===== src/rtl/ps2_pkg.sv =====
// Shared PS/2 set-2 constants and receive-frame state encoding, reused by
// the game input blocks.
package ps2_pkg;

    // Set-2 prefix bytes
    localparam logic [7:0] PS2_BREAK = 8'hF0;
    localparam logic [7:0] PS2_EXT   = 8'hE0;

    // Set-2 make codes used by the benchmark games
    localparam logic [7:0] KEY_SPACE = 8'h29;
    localparam logic [7:0] KEY_1     = 8'h16;
    localparam logic [7:0] KEY_2     = 8'h1E;
    localparam logic [7:0] KEY_ENTER = 8'h5A;

    // Position inside an 11-bit PS/2 frame (start, 8 data, parity, stop)
    typedef enum logic [1:0] {
        ST_IDLE   = 2'd0,
        ST_DATA   = 2'd1,
        ST_PARITY = 2'd2,
        ST_STOP   = 2'd3
    } ps2_frame_state_e;

    // Odd parity holds when data plus parity bit contain an odd number of ones
    function automatic logic ps2_parity_ok(input logic [7:0] data, input logic par);
        return ^{data, par};
    endfunction

endpackage


===== src/rtl/ps2_rx_frame.sv =====
// PS/2 receive framer: synchronises the raw keyboard lines, detects falling
// clock edges, deserialises 11-bit frames and aborts stalled frames. Emits the
// byte of each good frame with a one-cycle valid pulse, or a one-cycle error.
module ps2_rx_frame
    import ps2_pkg::*;
#(
    parameter int unsigned TIMEOUT_CYCLES = 50000
) (
    input  logic       clk,
    input  logic       rst_n,
    input  logic       ps2_clk_i,
    input  logic       ps2_dat_i,
    output logic [7:0] byte_o,
    output logic       byte_valid_o,
    output logic       frame_err_o
);

    localparam int unsigned TMO_W = (TIMEOUT_CYCLES > 1) ? $clog2(TIMEOUT_CYCLES) : 1;
    localparam logic [TMO_W-1:0] TMO_LAST = TMO_W'(TIMEOUT_CYCLES - 1);

    logic [2:0]       ps2_clk_sync_q;   // [0],[1] synchroniser, [2] previous value
    logic [1:0]       ps2_dat_sync_q;
    ps2_frame_state_e state_q, state_d;
    logic [7:0]       shift_q, shift_d;
    logic [2:0]       bit_cnt_q, bit_cnt_d;
    logic             parity_q, parity_d;
    logic [TMO_W-1:0] tmo_cnt_q, tmo_cnt_d;
    logic [7:0]       byte_q, byte_d;
    logic             valid_q, valid_d;
    logic             err_q, err_d;

    logic fall_edge;
    logic dat_bit;
    logic timeout;

    assign fall_edge = ps2_clk_sync_q[2] & ~ps2_clk_sync_q[1];
    assign dat_bit   = ps2_dat_sync_q[1];
    assign timeout   = (state_q != ST_IDLE) && !fall_edge && (tmo_cnt_q == TMO_LAST);

    // Two-flop synchronisers plus edge-history flop; idle bus level is high,
    // so reset to 1 to avoid a phantom edge when reset is released.
    always_ff @(posedge clk or negedge rst_n) begin
        if (!rst_n) begin
            ps2_clk_sync_q <= 3'b111;
            ps2_dat_sync_q <= 2'b11;
        end else begin
            // NOTE: flops use non-blocking assignments so every register samples
            // the pre-edge value of its neighbours, exactly like the hardware.
            ps2_clk_sync_q <= {ps2_clk_sync_q[1:0], ps2_clk_i};
            ps2_dat_sync_q <= {ps2_dat_sync_q[0], ps2_dat_i};
        end
    end

    // Frame state, shift register, timeout counter and output pulse registers
    always_ff @(posedge clk or negedge rst_n) begin
        if (!rst_n) begin
            state_q   <= ST_IDLE;
            shift_q   <= '0;
            bit_cnt_q <= '0;
            parity_q  <= 1'b0;
            tmo_cnt_q <= '0;
            byte_q    <= '0;
            valid_q   <= 1'b0;
            err_q     <= 1'b0;
        end else begin
            state_q   <= state_d;
            shift_q   <= shift_d;
            bit_cnt_q <= bit_cnt_d;
            parity_q  <= parity_d;
            tmo_cnt_q <= tmo_cnt_d;
            byte_q    <= byte_d;
            valid_q   <= valid_d;
            err_q     <= err_d;
        end
    end

    // Next-state logic: advance one frame bit per synchronised falling edge
    always_comb begin
        // NOTE: every signal gets a default before the case so no path can
        // leave it unassigned, which would otherwise infer a latch.
        state_d   = state_q;
        shift_d   = shift_q;
        bit_cnt_d = bit_cnt_q;
        parity_d  = parity_q;
        byte_d    = byte_q;
        valid_d   = 1'b0;
        err_d     = 1'b0;
        tmo_cnt_d = (state_q == ST_IDLE || fall_edge) ? '0 : tmo_cnt_q + TMO_W'(1);

        if (timeout) begin
            state_d = ST_IDLE;
            err_d   = 1'b1;
        end else if (fall_edge) begin
            unique case (state_q)
                ST_IDLE: begin
                    if (!dat_bit) begin
                        state_d   = ST_DATA;
                        bit_cnt_d = '0;
                    end else begin
                        err_d = 1'b1;
                    end
                end
                ST_DATA: begin
                    shift_d   = {dat_bit, shift_q[7:1]};
                    bit_cnt_d = bit_cnt_q + 3'd1;
                    if (bit_cnt_q == 3'd7) state_d = ST_PARITY;
                end
                ST_PARITY: begin
                    parity_d = dat_bit;
                    state_d  = ST_STOP;
                end
                ST_STOP: begin
                    state_d = ST_IDLE;
                    if (dat_bit && ps2_parity_ok(shift_q, parity_q)) begin
                        byte_d  = shift_q;
                        valid_d = 1'b1;
                    end else begin
                        err_d = 1'b1;
                    end
                end
                default: state_d = ST_IDLE;
            endcase
        end
    end

    assign byte_o       = byte_q;
    assign byte_valid_o = valid_q;
    assign frame_err_o  = err_q;

endmodule


===== src/rtl/ps2_key_decoder.sv =====
// PS/2 keyboard front end for the reaction-time game: tracks F0/E0 prefixes
// and held keys on top of the frame receiver, giving one make pulse per
// physical press of SPACE or '1' regardless of typematic repeat.
module ps2_key_decoder
    import ps2_pkg::*;
#(
    parameter int unsigned TIMEOUT_CYCLES = 50000,
    parameter logic [7:0]  SPACE_CODE     = KEY_SPACE,
    parameter logic [7:0]  ONE_CODE       = KEY_1
) (
    input  logic       clk,
    input  logic       iReset,
    input  logic       PS2_CLK,
    input  logic       PS2_DAT,
    output logic       spacePressed,
    output logic       onePressed,
    output logic [7:0] oScanCode,
    output logic       oScanValid,
    output logic       oFrameError
);

    logic [7:0] rx_byte;
    logic       rx_valid;
    logic       rx_err;

    logic brk_q, brk_d;
    logic ext_q, ext_d;
    logic space_held_q, space_held_d;
    logic one_held_q, one_held_d;
    logic space_pulse;
    logic one_pulse;

    ps2_rx_frame #(
        .TIMEOUT_CYCLES (TIMEOUT_CYCLES)
    ) u_rx (
        .clk          (clk),
        .rst_n        (iReset),
        .ps2_clk_i    (PS2_CLK),
        .ps2_dat_i    (PS2_DAT),
        .byte_o       (rx_byte),
        .byte_valid_o (rx_valid),
        .frame_err_o  (rx_err)
    );

    // Prefix and held-key flags
    always_ff @(posedge clk or negedge iReset) begin
        if (!iReset) begin
            brk_q        <= 1'b0;
            ext_q        <= 1'b0;
            space_held_q <= 1'b0;
            one_held_q   <= 1'b0;
        end else begin
            brk_q        <= brk_d;
            ext_q        <= ext_d;
            space_held_q <= space_held_d;
            one_held_q   <= one_held_d;
        end
    end

    // Byte interpretation; pulses are combinational off the registered rx
    // valid so they line up with oScanValid in the same cycle.
    always_comb begin
        brk_d        = brk_q;
        ext_d        = ext_q;
        space_held_d = space_held_q;
        one_held_d   = one_held_q;
        space_pulse  = 1'b0;
        one_pulse    = 1'b0;

        if (rx_valid) begin
            if (rx_byte == PS2_EXT) begin
                ext_d = 1'b1;
            end else if (rx_byte == PS2_BREAK) begin
                brk_d = 1'b1;
            end else begin
                // Extended codes share values with SPACE/'1' but are other keys
                if (!ext_q) begin
                    if (rx_byte == SPACE_CODE) begin
                        if (brk_q) begin
                            space_held_d = 1'b0;
                        end else begin
                            space_pulse  = !space_held_q;
                            space_held_d = 1'b1;
                        end
                    end
                    if (rx_byte == ONE_CODE) begin
                        if (brk_q) begin
                            one_held_d = 1'b0;
                        end else begin
                            one_pulse  = !one_held_q;
                            one_held_d = 1'b1;
                        end
                    end
                end
                brk_d = 1'b0;
                ext_d = 1'b0;
            end
        end else if (rx_err) begin
            // A lost frame may have carried part of a prefix sequence
            brk_d = 1'b0;
            ext_d = 1'b0;
        end
    end

    assign spacePressed = space_pulse;
    assign onePressed   = one_pulse;
    assign oScanCode    = rx_byte;
    assign oScanValid   = rx_valid;
    assign oFrameError  = rx_err;

endmodule

===== config.mk =====
export PLATFORM = sky130hd
export DESIGN_NAME = ps2_key_decoder
export DESIGN_NICKNAME = d
export VERILOG_FILES = /design/src/rtl/ps2_pkg.sv /design/src/rtl/ps2_rx_frame.sv /design/src/rtl/ps2_key_decoder.sv
export SDC_FILE = /design/constraint.sdc
export NUM_CORES = 1
export LEC_CHECK = 0
export CAP_MARGIN = 5
export CORE_ASPECT_RATIO = 0.75
export CORE_MARGIN = 3
export CORE_UTILIZATION = 35
export CTS_CLUSTER_SIZE = 40
export DETAILED_ROUTE_END_ITERATION = 8
export GPL_ROUTABILITY_DRIVEN = 0
export PLACE_DENSITY_LB_ADDON = 0.2
export SLEW_MARGIN = 20
export SYNTH_ARGS = -nofsm -noshare
export SYNTH_HDL_FRONTEND = slang
export SYNTH_SLANG_ARGS = --single-unit

===== constraint.sdc =====
create_clock -name clk -period 2.15 [get_ports clk]
set_input_delay 0.5375 -clock clk [delete_from_list [all_inputs] [get_ports clk]]
set_output_delay 0.5375 -clock clk [all_outputs]
set_load 0.05 [all_outputs]

==> impl_results.md <==
* Cell taking the most area after synthesis: dfrtp_1
* FP Rows at 25
* Crit Path Category: reg2out
* CTS Sinks at 49
* Int Pwr at 1.84 mW
* Crit start category: flop
* Antenna cells at 0
* Detailed placer's ending HPWL at 3.25 mm
* Crit path max-delay family: simple AND/OR/NAND/NOR gates
* Cts-stage hold buffer count at 0
* RSZ-0062 raised after global routing: yes
* Slowest CP cell: dfrtp_2
* Initial core utilization at 0.368
* Fin crit share at 1.02
* Syn. warnings at 0
* Vias in the first global route at 1587
* Top cells by area, synth: dfrtp_1 (46%), mux2_2 (7.1%), dfstp_2 (5.5%)
* Combinational cell fraction of total power at 0.372
* Max-slew violation count at 0
* Total CTS buffers at 5
* Synth top area share at 0.464
* DR vias at 1588
* Peak supply drop at 510 uV
* Final core utilization at 0.439
* Die height at 77.3 um
* Layout area overhead at 19.2%
* Vias per Instance at 5.04
* Clock share of power at 0.182
* Ordered cell list for the critical path: nor4b_4, buf_4, nand3_4, nor3_4, buf_12
* Mapped Nets at 224
* Port bufs at 15
* Net Switching at 1.02 mW
* Post-Syn Instances at 212
* Routed len/inst at 14.3 um
* DRT Wirelength at 4.50 mm
* Count of cell types in the netlist at 39
* CTS tree: built
* Power consumption at 2.87 mW
* Clk buf depth at 2
* Leakage dissipation at 1.29 nW
* CTS H-Tree Depth at 2
* Most common cell in the netlist: dfrtp_1
* Final WS setup at -38.6 ps
* Status: finished with violations
* PwrDens at 1010 nW/um^2
* First-pass GRT wire length at 7.95 mm
* Worst-Margin Slew at 550 ps
* # setup viols final at 2
* Min-delay worst type: in2async
* Crit-path max cell delay at 440 ps
* Residual DRC at 0
* CORE AREA at 6440 um^2
* Hold_ws at 215 ps
* Crit path buffers/inverters at 2
* Sequential area share after synthesis at 0.520
* Synth Area per Inst at 11.2 um^2
* Clk_skew at 6.72 ps
* GRT Total Usage at 0.128
* Post-synth EDFFs at 0
* Asr flop ratio synth at 1.00
* Clk slew on worst S/H paths at 90 ps
* CTS Root Cell: clkbuf_8
* Initial DRC count at 42
* Nets at 245
* Synth Cell Area at 2370 um^2
* Synth cell count leaders: dfrtp_1 (44), nor2_1 (20), nand2_1 (17)
* Critical path peak fanout at 3
* Switching Fraction at 0.357
* Die width at 101 um
* Crit path time final at 2190 ps
* Largest net degree at the start of global routing at 28
* Max frequency at 457 MHz
* Violated checks: setup timing
* Seq pwr share at 0.446
* DRT antenna net count at 0
* Seq cells post-synth at 49
* First drt pass iteration count at 5
* Critical path required time at 1610 ps
* Clock Latency Late Sink at 300 ps
* Share of cells above drive strength 1 at 0.218
* Worst Setup End Kind: primary output
* Initial antenna violation count at 0
* Rel. slew slack at 0.633
* Die ar. at 7810 um^2
* Ys flop type: dfrtp_1
* Max cap viols at 0
* Global route overflow at 0
* Endpoints failing hold at 0
* IO Pins at 16
* CP arrival at 1650 ps
area by class of cell:
| cell class | count | area (um^2) |
|---|---|---|
| flip-flops and latches | 49 | 1240 |
| inverters | 9 | 33.8 |
| multi-input cells | 147 | 1140 |
| fillers | 612 | 3620 |
| clock inverters | 1 | 5.00 |
| repair buffers | 21 | 230 |
| clock buffers | 7 | 76.3 |
| well taps | 81 | 101 |
layer usage:
| metal | track usage | part of all wire |
|---|---|---|
| met5 | 0 | 0 |
| met4 | 0.0438 | 0.011 |
| met3 | 0.0309 | 0.044 |
| met2 | 0.173 | 0.40 |
| met1 | 0.198 | 0.54 |
per-stage QoR:
| stage | setup TNS, ps | instances | setup WS (ps) | instance area (um^2) |
|---|---|---|---|---|
| after CTS | -63.5 | 312 | -54.2 | 2770 |
| after floorplan | 0 | 212 | 35.9 | 2410 |
| final | -67.1 | 315 | -38.6 | 2830 |
| after global routing | -290 | 315 | -150 | 2830 |
| after detailed placement | 0 | 304 | 192 | 2680 |
| after global placement | 0 | 304 | 217 | 2680 |
kinds of logic (layout without fill, tap and decap cells):
group                    Yosys count  count (layout)  share of synthesized area
XOR/XNOR                          19              19                     0.0833
AND/OR/NAND/NOR                   83              83                      0.188
buffers and inverters             16              38                     0.0253
adder cells (fa/ha/maj)            8               8                     0.0422
AO/OA/AOI/OAI                     20              20                     0.0570
flip-flops                        49              49                      0.520
multiplexers                      17              17                     0.0849
what timing repair did:
| item | CTS | global route |
|---|---|---|
| gates resized for setup | 1 | 7 |
| pin swaps | 3 | 2 |
| endpoints found under the setup margin | 2 | 2 |
| cloned | 0 | 0 |
| buffers inserted | 0 | 3 |
sequential cells by signal, summed over array words and instances (netlist names), 2 cells and up:
signal / cells
u_rx.state_q: 2
u_rx.shift_q: 8
u_rx.bit_cnt_q: 3
u_rx.tmo_cnt_q: 16
u_rx.ps2_clk_sync_q: 3
u_rx.byte_o: 8
u_rx.ps2_dat_sync_q: 2
cell usage in the layout (no fill, tap or decap), types with 2 or more instances in the layout:
cell	count
xnor2_1	8
nand2_1	17
buf_4	5
o21ai_0	5
a21oi_1	5
and4_1	3
clkbuf_8	5
nor2_1	20
and2_1	2
dfstp_2	5
ha_1	8
a211oi_1	2
dlymetal6s2s_1	3
dfrtp_1	38
nor2b_1	2
o32ai_1	2
clkbuf_1	2
nand2b_1	3
xor2_1	9
buf_12	3
clkdlybuf4s50_1	9
inv_1	9
dfrtp_2	6
nand3_1	7
o221ai_1	2
and3_1	2
a22o_1	2
mux2_2	15
nor3_1	3
nor3_4	2
nand4_1	9
worst paths after layout:
check / start / end / slack [ps] / depth (start not counted)
setup / recovery: u_rx.byte_o[6] / spacePressed / -40 / 5
hold / removal: iReset / space_held_q / 210 / 1
setup reg to reg: u_rx.shift_q[1] / u_rx.byte_o[5] / 200 / 4
hold reg to reg: u_rx.ps2_dat_sync_q[0] / u_rx.ps2_dat_sync_q[1] / 360 / 0
max in group asynchronous: iReset / u_rx.ps2_clk_sync_q[2] / 1320 / 2
min in group clk: u_rx.ps2_dat_sync_q[0] / u_rx.ps2_dat_sync_q[1] / 360 / 0
power by group through the flow:
stage / combinational [mW] / clock [mW] / sequential (mW)
global placement: 1.05 / 0 / 1.29
floorplan: 0.740 / 0 / 1.34
CTS: 1.07 / 0.548 / 1.28
detailed placement: 1.06 / 0 / 1.29
global route: 1.19 / 0.586 / 1.31
finish: 1.07 / 0.522 / 1.28
No activity file was read; power rests on OpenSTA's default activity.
